===== src/rtl/fetch_ctrl_pkg.sv =====
// Shared fetch-controller types and constants.
// State encodings, fault codes and the default boot address.
package fetch_ctrl_pkg;

  typedef enum logic [1:0] {
    S_REQ  = 2'd0,
    S_RESP = 2'd1,
    S_OUT  = 2'd2,
    S_WAIT = 2'd3
  } state_t;

  localparam logic [1:0] ERR_NONE     = 2'b00;
  localparam logic [1:0] ERR_BUS      = 2'b01;
  localparam logic [1:0] ERR_MISALIGN = 2'b10;

  localparam logic RESP_OKAY = 1'b0;
  localparam logic RESP_ERR  = 1'b1;

  localparam logic [31:0] DEF_RESET_PC = 32'h8000_0000;

endpackage


===== src/rtl/fetch_ctrl.sv =====
// Single-issue fetch master: one AXI4-Lite read per instruction,
// hands the word to decode, then waits for the next PC from writeback.
module fetch_ctrl
  import fetch_ctrl_pkg::*;
#(
  parameter logic [31:0] RESET_PC = DEF_RESET_PC
) (
  input  logic        clk,
  input  logic        rst,
  output logic [31:0] araddr,
  output logic        arvalid,
  input  logic        arready,
  input  logic [31:0] rdata,
  input  logic        rresp,
  input  logic        rvalid,
  output logic        rready,
  output logic [31:0] inst,
  output logic [31:0] inst_pc,
  output logic [1:0]  inst_err,
  output logic        inst_valid,
  input  logic        inst_ready,
  input  logic [31:0] npc,
  input  logic        npc_valid
);

  state_t      state;
  state_t      nxt;
  logic [31:0] pc;
  logic        npc_pend;
  logic [31:0] pend_pc;
  logic        take;
  logic [31:0] tgt;
  logic        misal;

  assign araddr = pc;

  // A live pulse is newer than anything latched, so it wins.
  assign take  = npc_valid || npc_pend;
  assign tgt   = npc_valid ? npc : pend_pc;
  assign misal = tgt[1:0] != 2'b00;

  always_comb begin
    nxt = state;
    unique case (state)
      S_REQ:  if (arvalid && arready) nxt = S_RESP;
      S_RESP: if (rvalid && rready) nxt = S_OUT;
      S_OUT:  if (inst_ready) nxt = S_WAIT;
      S_WAIT: if (take) nxt = misal ? S_OUT : S_REQ;
      default: nxt = S_REQ;
    endcase
  end

  // Handshake flags are registered copies of the next state so they
  // stay low through reset and rise the cycle after it is released.
  always_ff @(posedge clk) begin
    if (rst) begin
      state      <= S_REQ;
      pc         <= RESET_PC;
      arvalid    <= 1'b0;
      rready     <= 1'b0;
      inst_valid <= 1'b0;
      inst       <= '0;
      inst_pc    <= '0;
      inst_err   <= ERR_NONE;
      npc_pend   <= 1'b0;
      pend_pc    <= '0;
    end else begin
      state      <= nxt;
      arvalid    <= nxt == S_REQ;
      rready     <= nxt == S_RESP;
      inst_valid <= nxt == S_OUT;

      if (state == S_WAIT) begin
        npc_pend <= 1'b0;
      end else if (npc_valid) begin
        npc_pend <= 1'b1;
        pend_pc  <= npc;
      end

      if (state == S_RESP && rvalid && rready) begin
        inst     <= (rresp == RESP_ERR) ? 32'h0 : rdata;
        inst_err <= (rresp == RESP_ERR) ? ERR_BUS : ERR_NONE;
        inst_pc  <= pc;
      end

      if (state == S_WAIT && take) begin
        pc <= tgt;
        if (misal) begin
          inst     <= '0;
          inst_err <= ERR_MISALIGN;
          inst_pc  <= tgt;
        end
      end
    end
  end

endmodule


===== config.mk =====
export PLATFORM = sky130hd
export DESIGN_NAME = fetch_ctrl
export DESIGN_NICKNAME = d
export VERILOG_FILES = /design/src/rtl/fetch_ctrl_pkg.sv /design/src/rtl/fetch_ctrl.sv
export SDC_FILE = /design/constraint.sdc
export NUM_CORES = 1
export LEC_CHECK = 0
export BUFFER_PORTS_ARGS = -buffer_cell sky130_fd_sc_hd__buf_4
export CORE_ASPECT_RATIO = 0.8
export CORE_MARGIN = 2
export CORE_UTILIZATION = 45
export DETAILED_ROUTE_END_ITERATION = 8
export GPL_ROUTABILITY_DRIVEN = 0
export PLACE_DENSITY = 0.76
export SLEW_MARGIN = 25
export SYNTH_ARGS = -nofsm -noshare
export SYNTH_HDL_FRONTEND = slang
export SYNTH_SLANG_ARGS = --single-unit

===== constraint.sdc =====
create_clock -name clk -period 2.1 [get_ports clk]
set_clock_uncertainty 0.2 [all_clocks]
set_input_delay 0.105 -clock clk [delete_from_list [all_inputs] [get_ports clk]]
set_output_delay 0.105 -clock clk [all_outputs]
set_load 0.05 [all_outputs]

# Word-level counts from Yosys, hierarchy flattened
# Index checks and enable logic that the tools add are counted.
[classes]
n_eq_ne = 5
mux = 18
n_reduce_logical = 10
[ops]
columns = ["operator", "n"]
rows = [
  ["$mux W32", 8],
  ["$mux W2", 8],
  ["$pmux W2 S4", 1],
  ["$eq A2 B2 Y1 const B", 3],
  ["$logic_and A1 B1 Y1", 5],
  ["$eq A2 B1 Y1 const B", 2],
  ["$logic_not A2 Y1", 2],
  ["$reduce_bool A2 Y1", 1],
  ["$reduce_or A2 Y1", 1],
  ["$logic_or A1 B1 Y1", 1],
  ["$mux W1", 1],
]
[totals]
ff_bits = 136
input_bits = 71
out_inout_bits = 101
elab_cells = 43

# Logic depth before layout (Yosys ltp)
# Gate-level depths: netlist of run 1.
[logic_depth]
ltp_word = 6
depth_mapped = 6
mapped_depth_nobuf = 4

# Least setup slack after synthesis of run 1
# Ideal clock, no wire load.
[synth_timing]
kind = "reg-to-reg"
start = "register rready"
end = "register inst[0]"
setup_ps = 65
t_arrival_ps = 1668
required_time_ps = 1835
setup_slack_ps = 167
stages_incl_launch_ff = 7
path_buffers = 2
synth_period_minus_slack_ps = 1933
path_cell_list = "dfxtp_1 nand4b_2 buf_2 buf_2 nor3b_1 a21oi_1 nor2_1"
[synth_between]
elab_chain_len = 4
[synth_rtl]
columns = ["item", "line", "text"]
rows = [
  ["start: declaration", "fetch_ctrl.sv:16", "output logic rready,"],
  ["start signal: assignment", "fetch_ctrl.sv:60", "rready <= 1'b0;"],
  ["start signal: assignment", "fetch_ctrl.sv:70", "rready <= nxt == S_RESP;"],
  ["$logic_and A1 B1 Y1 (*)", "fetch_ctrl.sv:80", "if (state == S_RESP && rvalid && rready) begin"],
  ["$mux W32 (*)", "fetch_ctrl.sv:80", ""],
  ["$mux W32", "fetch_ctrl.sv:88", "if (misal) begin"],
  ["$mux W32 (*)", "fetch_ctrl.sv:86", "if (state == S_WAIT && take) begin"],
  ["end signal: assignment", "fetch_ctrl.sv:81", "inst <= (rresp == RESP_ERR) ? 32'h0 : rdata;"],
  ["end: declaration", "fetch_ctrl.sv:17", "output logic [31:0] inst,"],
]
# Every way passes the cells marked *; elsewhere a longest branch is shown, timed or not.
# A chain may end at the register's enable or synchronous reset.

# Final worst setup path of run 1
[layout_timing]
start = "register state[1]"
end = "register pend_pc[25]"
[layout_between]
elab_chain_len = 1
[layout_rtl]
columns = ["item", "line", "text"]
rows = [
  ["start: declaration", "fetch_ctrl.sv:26", "state_t state;"],
  ["start signal: assignment", "fetch_ctrl.sv:68", "state <= nxt;"],
  ["$eq A2 B2 Y1", "fetch_ctrl.sv:73", "if (state == S_WAIT) begin"],
  ["end signal: assignment", "fetch_ctrl.sv:77", "pend_pc <= npc;"],
  ["end: declaration", "fetch_ctrl.sv:30", "logic [31:0] pend_pc;"],
]
# No other way between the ends.

==> results of run 1 <==
==> logic make-up after synthesis <==
| logic type | synth area share (%) |
|---|---|
| flip-flops | 49.3 |
| buffers and inverters | 4.85 |
| multiplexers | 12.6 |
| AO/OA/AOI/OAI | 15.5 |
| AND/OR/NAND/NOR | 17.8 |
==> final timing paths <==
kind / startpoint / to / cells past startpoint
setup / recovery: state[1]$_SDFF_PP0_ / pend_pc[25]$_SDFFE_PP0N_ / 6
hold reg to reg: pend_pc[16]$_SDFFE_PP0N_ / pend_pc[16]$_SDFFE_PP0N_ / 2
setup reg to reg: state[1]$_SDFF_PP0_ / pend_pc[25]$_SDFFE_PP0N_ / 6
hold / removal: rvalid / inst_valid$_SDFF_PP0_ / 4
==> placed cells by master (no fill, tap or decap), drive strengths merged, types with 2 or more instances in the layout <==
master,netlist,final
nor2b,2,2
nor3,2,2
a211oi,60,60
nand3b,2,2
nand2,73,73
a21oi,69,69
clkinv,0,2
dfxtp,136,136
dlygate4sd3,0,73
a21o,2,2
and2,2,2
clkbuf,25,24
nor3b,34,34
mux2i,31,31
buf,26,185
o21ai,3,3
nor2,98,98
mux2,32,32
==> flip-flops by register name (all words and copies together), names as in the netlist <==
| signal | count |
|---|---|
| araddr | 32 |
| arvalid | 1 |
| inst | 32 |
| inst_err | 2 |
| inst_pc | 32 |
| inst_valid | 1 |
| npc_pend | 1 |
| pend_pc | 32 |
| rready | 1 |
| state | 2 |
==> power by group through the flow <==
stage          combinational, W  clock [W]  sequential [W]
2_1_floorplan          0.000215          0         0.00275
3_3_place_gp           0.000422          0         0.00271
3_5_place_dp           0.000435          0         0.00272
4_1_cts                0.000547    0.00286         0.00266
5_1_grt                0.000601    0.00299         0.00267
6_report               0.000559    0.00284         0.00266
==> worst max-delay path: stages (launching register included) <==
cell and delay [ns]:
dfxtp_1 0.40, nand2_2 0.15, nand2_1 0.15, buf_12 0.21
nand2_1 0.08, a21oi_1 0.15, dlygate4sd3_1 0.56
==> per-layer routing <==
| layer | routed length (um) | GRT usage (%) | vias to the layer above |
|---|---|---|---|
| li1 | - | - | 2548 |
| met2 | 7770 | 40.3 | 148 |
| met1 | 6730 | 28.1 | 2404 |
| met5 | 0 | 0 | - |
| met4 | 371 | 9.72 | 0 |
| met3 | 807 | 7.89 | 34 |
==> repair_timing <==
item | in CTS | in global routing
hold buffers | 73 | 0
hold endpoints to repair | 134 | 0
buffers inserted | 0 | 0
setup endpoints to repair | 0 | 5
gates resized for setup | 0 | 5
==> through the flow <==
stage | total power (W) | area [um2] | std cells | util [%]
floorplan | 0.00296 | 5520 | 604 | -
global placement | 0.00314 | 6920 | 890 | 57.3
detailed placement | 0.00315 | 6920 | 890 | 57.3
CTS | 0.00607 | 8210 | 990 | 68.0
global route | 0.00626 | 8230 | 990 | 68.1
finish | 0.00606 | 8230 | 990 | 68.1
==> cell type report <==
class / instances / area [um2] / share of cell area [%]
Multi-Input combinational cell: 416 / 2550 / 31.0
Sequential cell: 136 / 2720 / 33.1
Clock buffer: 24 / 522 / 6.34
Clock inverter: 3 / 40.0 / 0.487
Inverter: 1 / 3.75 / 0.0456
Tap cell: 152 / 190 / 2.31
Timing Repair Buffer: 258 / 2190 / 26.7
==> out/qor.csv, run 1 <==
metric,value,unit
ant_nets,0,
hold_ws,0.0547,ns
clkSinkCount,136,
grt_max_degree,72,
post-route-min-period,1.98,ns
synth_top_area_share,49.3,%
numCtsBuffers,17,
fin_crit_sh,94.1,%
drt_iter0_drc,278,
pre_cts_ws,0.227,ns
p_leak,3.47,nW
grt_pass1_vias,4960,
combPwrFrac,9.2,%
rsz0062_at_grt,no,
worst_slew_pin_slew,0.487,ns
syn_inst,604,
netlist_area,0.00552,mm2
p_per_area,737,mW/mm2
vias_per_cell,5.19,
n_antenna_cell,0,
post-synth-top-count-cell,dfxtp_1,
yosysUniqueCellTypes,29,
setup_viol_count_final,0,
num_vias,5134,
area_growth,49.0,%
port_buffers,171,
clk_latency,0.42,ns
rows,36,
ys_seq_area_share,49.3,%
crit_fanout,32,
synthTopCellsByArea,"dfxtp_1 (49%), a211oi_1 (8.0%), nor2_1 (6.7%)",
synth_flop_cell,dfxtp_1,
relSlewSlack,67.2,%
drv_cap,0,
internal_power,0.00473,W
setup_ws,0.124,ns
async_flop_share,0,%
die_w,128,um
gr-total-overflow,0,
cp.required,2.26,ns
drcViolationCount,0,
cts_tree,yes,
tns,0,ns
initial_utilization,45.7,%
nets,901,
crit_path_end_kind,flop,
dieArea,0.0132,mm2
cts_buffer_depth,2,
nFillCells,914,
yosysWarnings,0,
wl_per_cell,15.8,um
fmax,506,MHz
maxSlewViolCount,0,
outcome,finished clean,
syn_nets,675,
path_class,reg2reg,
finalHoldViolCount,0,
p_clk_share,46.8,%
worstHoldPathType,in2reg,
start_kind,flop,
ios,172,
synth_top_cells_by_count,"dfxtp_1 (136), nor2_1 (98), nand2_1 (73)",
grt_pass1_wl,24300,um
worstPathArrival,2.14,ns
core-area,0.0121,mm2
avgSynthCellArea,9.14,um2
die_height,103,um
netSwitchingFraction,22.0,%
htreeDepth,4,
synth_edf_count,0,
drive_gt1_share,30.1,%
clkTransAtPathRegs,0.05,ns
synth_area_leader_cell,dfxtp_1,
dp_hpwl,9670,um
antenna_found_initial,0,
power.share.sequential,44.0,%
netSwitchingPower,0.00133,W
ir_drop,0.485,mV
firstDrtPassIters,5,
reg2reg_slack,0.12,ns
gr-usage-all-layers,23.8,%
routed_wl,15700,um
cts-root-buf,clkbuf_16,
synth-seq-cells,136,
No activity file was read; power rests on OpenSTA's default activity.
==> run 2, diff against run 1 <==
Settings changed: CORE_UTILIZATION 45 to 46, PLACE_DENSITY 0.76 to 0.77.
==> run 2 against run 1 <==
Global-route usage grew 0.20 points. Count of clock-buffer cells in the layout decreased by 1. Maximum frequency up 0.12%. Sequential power is essentially flat. Die area is 2.1% lower. Flip-flop and latch count is the same. Non-clock buffer count is the same. Core utilization increased by 2.4 points. Critical endpoint is now pend_pc[2]$_SDFFE_PP0N_. Largest power group unchanged. Highest routed layer unchanged.
==> out/qor.csv, run 2 (synthesis results as in run 1) <==
metric,value,unit,change
crit_path_end_kind,flop,,unchanged
maxSlewViolCount,0,,unchanged
num_vias,5176,,was 5134
dieArea,0.0129,mm2,was 0.0132 mm2
critPathSlowestCell,dlygate4sd3_1,,unchanged
ant_nets,0,,unchanged
setup_viol_count_final,0,,unchanged
die_w,126,um,was 128 um
post-route-min-period,1.97,ns,was 1.98 ns
relSlewSlack,62.6,%,was 67.2%
gr-total-overflow,0,,unchanged
gr-usage-all-layers,24.0,%,was 23.8%
max_stage_delay,0.56,ns,about the same
die_height,102,um,was 103 um
grt_pass1_vias,5216,,was 4960
drv_cap,0,,unchanged
rows,35,,was 36
fin_area,0.00819,mm2,was 0.00823 mm2
wl_per_cell,15.7,um,was 15.8 um
nets,901,,unchanged
area_growth,48.4,%,was 49.0%
antenna_found_initial,1,,was 0
numCtsBuffers,17,,unchanged
vias_per_cell,5.22,,was 5.19
hold_depth,4,,unchanged
start_kind,flop,,unchanged
firstDrtPassIters,4,,was 5
fin_crit_sh,94.0,%,was 94.1%
reg2reg_slack,0.13,ns,was 0.12 ns
clkSinkCount,136,,unchanged
worstPathArrival,2.13,ns,was 2.14 ns
path_delay_family,buffers and inverters,,unchanged
ir_drop,0.607,mV,was 0.485 mV
cts_setup_buffers,0,,unchanged
path_class,reg2reg,,unchanged
cts_buffer_depth,2,,unchanged
tns,0,ns,unchanged
rsz0062_at_grt,no,,unchanged
most-common-layout-cells,"buf_4 (181), dfxtp_1 (135), nor2_1 (96)",,"was buf_4 (179), dfxtp_1 (135), nor2_1 (96)"
reg2reg_from,state[0]$_SDFF_PP0_,,was state[1]$_SDFF_PP0_
initial_utilization,47.6,%,was 45.7%
cts-root-buf,clkbuf_16,,unchanged
worst_slew_pin_slew,0.561,ns,was 0.487 ns
final_common_cell,buf_4,,unchanged
crit_fanout,32,,unchanged
cp_cell_sequence,"and2_1, nor2_2, buf_6, nand2_1, a21oi_1, dlygate4sd3_1",,"was nand2_2, nand2_1, buf_12, nand2_1, a21oi_1, dlygate4sd3_1"
drt_iter0_drc,264,,was 278
path_buf_inv,2,,unchanged
reg2reg_to,pend_pc[2]$_SDFFE_PP0N_,,was pend_pc[25]$_SDFFE_PP0N_
min_to,inst_valid$_SDFF_PP0_,,unchanged
clkTransAtPathRegs,0.06,ns,was 0.05 ns
worst-r2r-cell-count,6,,unchanged
core-area,0.0116,mm2,was 0.0121 mm2
grt_pass1_wl,24700,um,was 24300 um
routed_wl,15600,um,was 15700 um
cts_tree,yes,,unchanged
cp.required,2.26,ns,about the same
outcome,finished clean,,unchanged
finalHoldViolCount,0,,unchanged
place_area,0.00693,mm2,was 0.00692 mm2
p_per_area,725,mW/mm2,was 737 mW/mm2
min-delay-start,rvalid,,unchanged
fmax,507,MHz,was 506 MHz
drive_gt1_share,30.2,%,was 30.1%
clk_latency,0.41,ns,was 0.42 ns
port_buffers,171,,unchanged
worstHoldPathType,in2reg,,unchanged
ios,172,,unchanged
dp_hpwl,9610,um,was 9670 um
drcViolationCount,0,,unchanged
p_leak,3.45,nW,was 3.47 nW
total_power,0.00594,W,was 0.00606 W
grt_max_degree,59,,was 72
htreeDepth,4,,unchanged
run 2: worst max path at each step:
stage	from	endpoint	slack, ns	cells after the start
after global placement	state[0]$_SDFF_PP0_	inst[23]$_SDFF_PP0_	0.29	6
final	state[0]$_SDFF_PP0_	pend_pc[2]$_SDFFE_PP0N_	0.13	6
after floorplan	rready$_SDFF_PP0_	inst[0]$_SDFF_PP0_	0.17	6
after CTS	state[0]$_SDFF_PP0_	pend_pc[2]$_SDFFE_PP0N_	0.02	6
after detailed placement	state[0]$_SDFF_PP0_	inst[25]$_SDFF_PP0_	0.20	6
after global routing	state[0]$_SDFF_PP0_	pend_pc[4]$_SDFFE_PP0N_	0.01	6
run 2: repair_timing:
item | 4_1_cts | 5_1_grt
hold buffers | 71 | 0
hold endpoints to repair | 134 | 0
resized for setup | 0 | 3
endpoints found under the setup margin | 0 | 3
run 2: layer usage:
layer / vias up / share of wire (%) / track usage, %
met5: - / 0 / 0
met4: 0 / 3.0 / 12.8
met3: 38 / 5.8 / 5.03
met2: 168 / 50 / 41.5
met1: 2416 / 41 / 28.2
li1: 2554 / - / -
run 2: worst register-to-register path: stages (launching register included):
cell and delay (ns):
dfxtp_2 0.35, and2_1 0.20, nor2_2 0.10, buf_6 0.27
nand2_1 0.09, a21oi_1 0.14, dlygate4sd3_1 0.56
run 2: final cells by class:
cell class / instances / area (um2)
inverters: 1 / 3.75
clock inverters: 9 / 75.1
flip-flops and latches: 136 / 2720
multi-input cells: 416 / 2550
clock buffers: 23 / 468
well taps: 148 / 185
repair buffers: 258 / 2180
fillers: 869 / 3410
diodes: 1 / 2.50
run 2: metrics by stage:
stage	std cells	hold slack, ns	utilization (%)	worst slack (ns)
global route	992	0.0747	70.6	0.0136
finish	992	0.0611	70.6	0.126
detailed placement	888	0.170	59.7	0.195
CTS	991	0.0400	70.5	0.0157
global placement	888	0.163	59.7	0.295
floorplan	604	0.0410	-	0.167
run 2: where the power goes:
group,switching [W],internal [W]
logic,0.000266,0.000280
registers,0.0000311,0.00263
clock network,0.00105,0.00168
total,0.00135,0.00459
==> run 3, diff against run 2 <==
Settings changed: CELL_PAD_IN_SITES_DETAIL_PLACEMENT set to 2, CELL_PAD_IN_SITES_GLOBAL_PLACEMENT set to 2, CORE_UTILIZATION 46 to 30, PLACE_DENSITY 0.77 to 0.84, SETUP_SLACK_MARGIN set to 0.15.
==> run 3 against run 2 <==
Die area grew 51%. Largest power group unchanged. Core utilization fell by 24 points. Wire length grew 42%. Highest routed layer unchanged. Critical endpoint is now inst_pc[8]$_SDFF_PP0_. Count of clock-buffer cells in the layout down 3.
==> out/qor.csv, run 3 (synthesis results as in run 1) <==
metric,value,unit,change
outcome,finished clean,,unchanged
dieArea,0.0195,mm2,was 0.0129 mm2
multi_input_area,0.00256,mm2,was 0.00255 mm2
rsz0062_at_grt,yes,,was no
die_height,125,um,was 102 um
nets,898,,was 901
clkTransAtPathRegs,0.06,ns,about the same
worstHoldPathType,in2reg,,unchanged
tns,0,ns,unchanged
num_vias,5350,,was 5176
drv_cap,0,,unchanged
reg2reg_from,npc_pend$_SDFFE_PP0P_,,was state[0]$_SDFF_PP0_
drt_iter0_drc,176,,was 264
setup_viol_count_final,0,,unchanged
area_growth,51.4,%,was 48.4%
most-common-layout-cells,"buf_4 (177), dfxtp_1 (135), nor2_1 (96)",,"was buf_4 (181), dfxtp_1 (135), nor2_1 (96)"
die_w,156,um,was 126 um
finalHoldViolCount,0,,unchanged
drcViolationCount,0,,unchanged
min-delay-start,rvalid,,unchanged
seqCellArea,0.00272,mm2,unchanged
relSlewSlack,59.5,%,was 62.6%
rows,44,,was 35
maxSlewViolCount,0,,unchanged
vias_per_cell,5.00,,was 5.22
numCtsBuffers,17,,unchanged
fin_crit_sh,90.3,%,was 94.0%
cts_buffer_depth,2,,unchanged
path_class,reg2reg,,unchanged
crit_path_end_kind,flop,,unchanged
worstPathArrival,2.01,ns,was 2.13 ns
cp.required,2.21,ns,was 2.26 ns
dp_hpwl,13200,um,was 9610 um
ir_drop,0.531,mV,was 0.607 mV
crit_fanout,35,,was 32
cts-root-buf,clkbuf_16,,unchanged
fmax,527,MHz,was 507 MHz
final_common_cell,buf_4,,unchanged
routed_wl,22100,um,was 15600 um
grt_pass1_wl,33900,um,was 24700 um
total_power,0.00648,W,was 0.00594 W
start_kind,flop,,unchanged
cts_tree,yes,,unchanged
antenna_found_initial,1,,unchanged
gr-total-overflow,0,,unchanged
grt_max_degree,62,,was 59
firstDrtPassIters,4,,unchanged
port_buffers,171,,unchanged
post-route-min-period,1.90,ns,was 1.97 ns
clk_latency,0.43,ns,was 0.41 ns
core-area,0.0181,mm2,was 0.0116 mm2
ios,172,,unchanged
wl_per_cell,20.6,um,was 15.7 um
p_leak,3.47,nW,was 3.45 nW
grt_pass1_vias,6010,,was 5216
drive_gt1_share,30.5,%,was 30.2%
initial_utilization,30.5,%,was 47.6%
clkSinkCount,136,,unchanged
crit_start,npc_pend$_SDFFE_PP0P_,,was state[0]$_SDFF_PP0_
htreeDepth,4,,unchanged
ant_nets,0,,unchanged
gr-usage-all-layers,22.6,%,was 24.0%
p_per_area,775,mW/mm2,was 725 mW/mm2
nFillCells,1900,,was 869
worst_slew_pin_slew,0.601,ns,was 0.561 ns
[run 3: final cells by class]
cell class,count,area share [%]
diodes,1,0.0299
clock inverters,12,2.08
repair buffers,254,25.8
inverters,1,0.0449
well taps,230,3.44
flip-flops and latches,136,32.6
multi-input cells,417,30.7
clock buffers,20,5.35
[run 3: per-stage QoR]
stage	instance area (um2)	hold WS (ns)	worst slack (ns)	utilization, %	std cells
after floorplan	5520	0.0410	0.167	-	604
after global placement	7010	0.162	0.324	38.7	969
after detailed placement	7010	0.179	0.192	38.7	969
after CTS	8320	0.0626	0.0676	45.9	1069
after global routing	8360	0.0898	0.0869	46.1	1071
final	8360	0.0774	0.203	46.1	1071
[run 3: power by group]
group          leakage (nW)  switching, W  internal [W]
logic                  2.06      0.000297      0.000279
clock network         0.304       0.00122       0.00202
registers              1.10     0.0000344       0.00263
[run 3: repair_timing]
item / in CTS / in global routing
pin swaps: 0 / 0
setup buffers: 0 / 0
gates cloned: 0 / 1
setup endpoints to repair: 1 / 72
endpoints found under the hold margin: 131 / 0
resized for setup: 0 / 10
hold buffers: 68 / 0
[run 3: worst max-delay path, cell delays in order, from the launching register on]
cell and delay [ns]:
dfxtp_1 0.41, o21ai_1 0.14, a211oi_4 0.38, buf_12 0.25, nor2_1 0.09, a211oi_1 0.29
[run 3: metal layers]
metal  vias to the layer above  track usage [%]  wire, um
met3                        41             4.12       593
met1                      2641             25.2      9320
met5                         -                0         0
met2                       122             41.8     11600
li1                       2546                -         -
met4                         0             9.66       626
[run 3: final timing paths]
path	endpoint	slack, ns	cells after the start
min reg2reg	pend_pc[31]$_SDFFE_PP0N_	0.25	2
max	inst_pc[8]$_SDFF_PP0_	0.20	5
min	arvalid$_SDFF_PP0_	0.08	4
max reg2reg	inst_pc[8]$_SDFF_PP0_	0.20	5
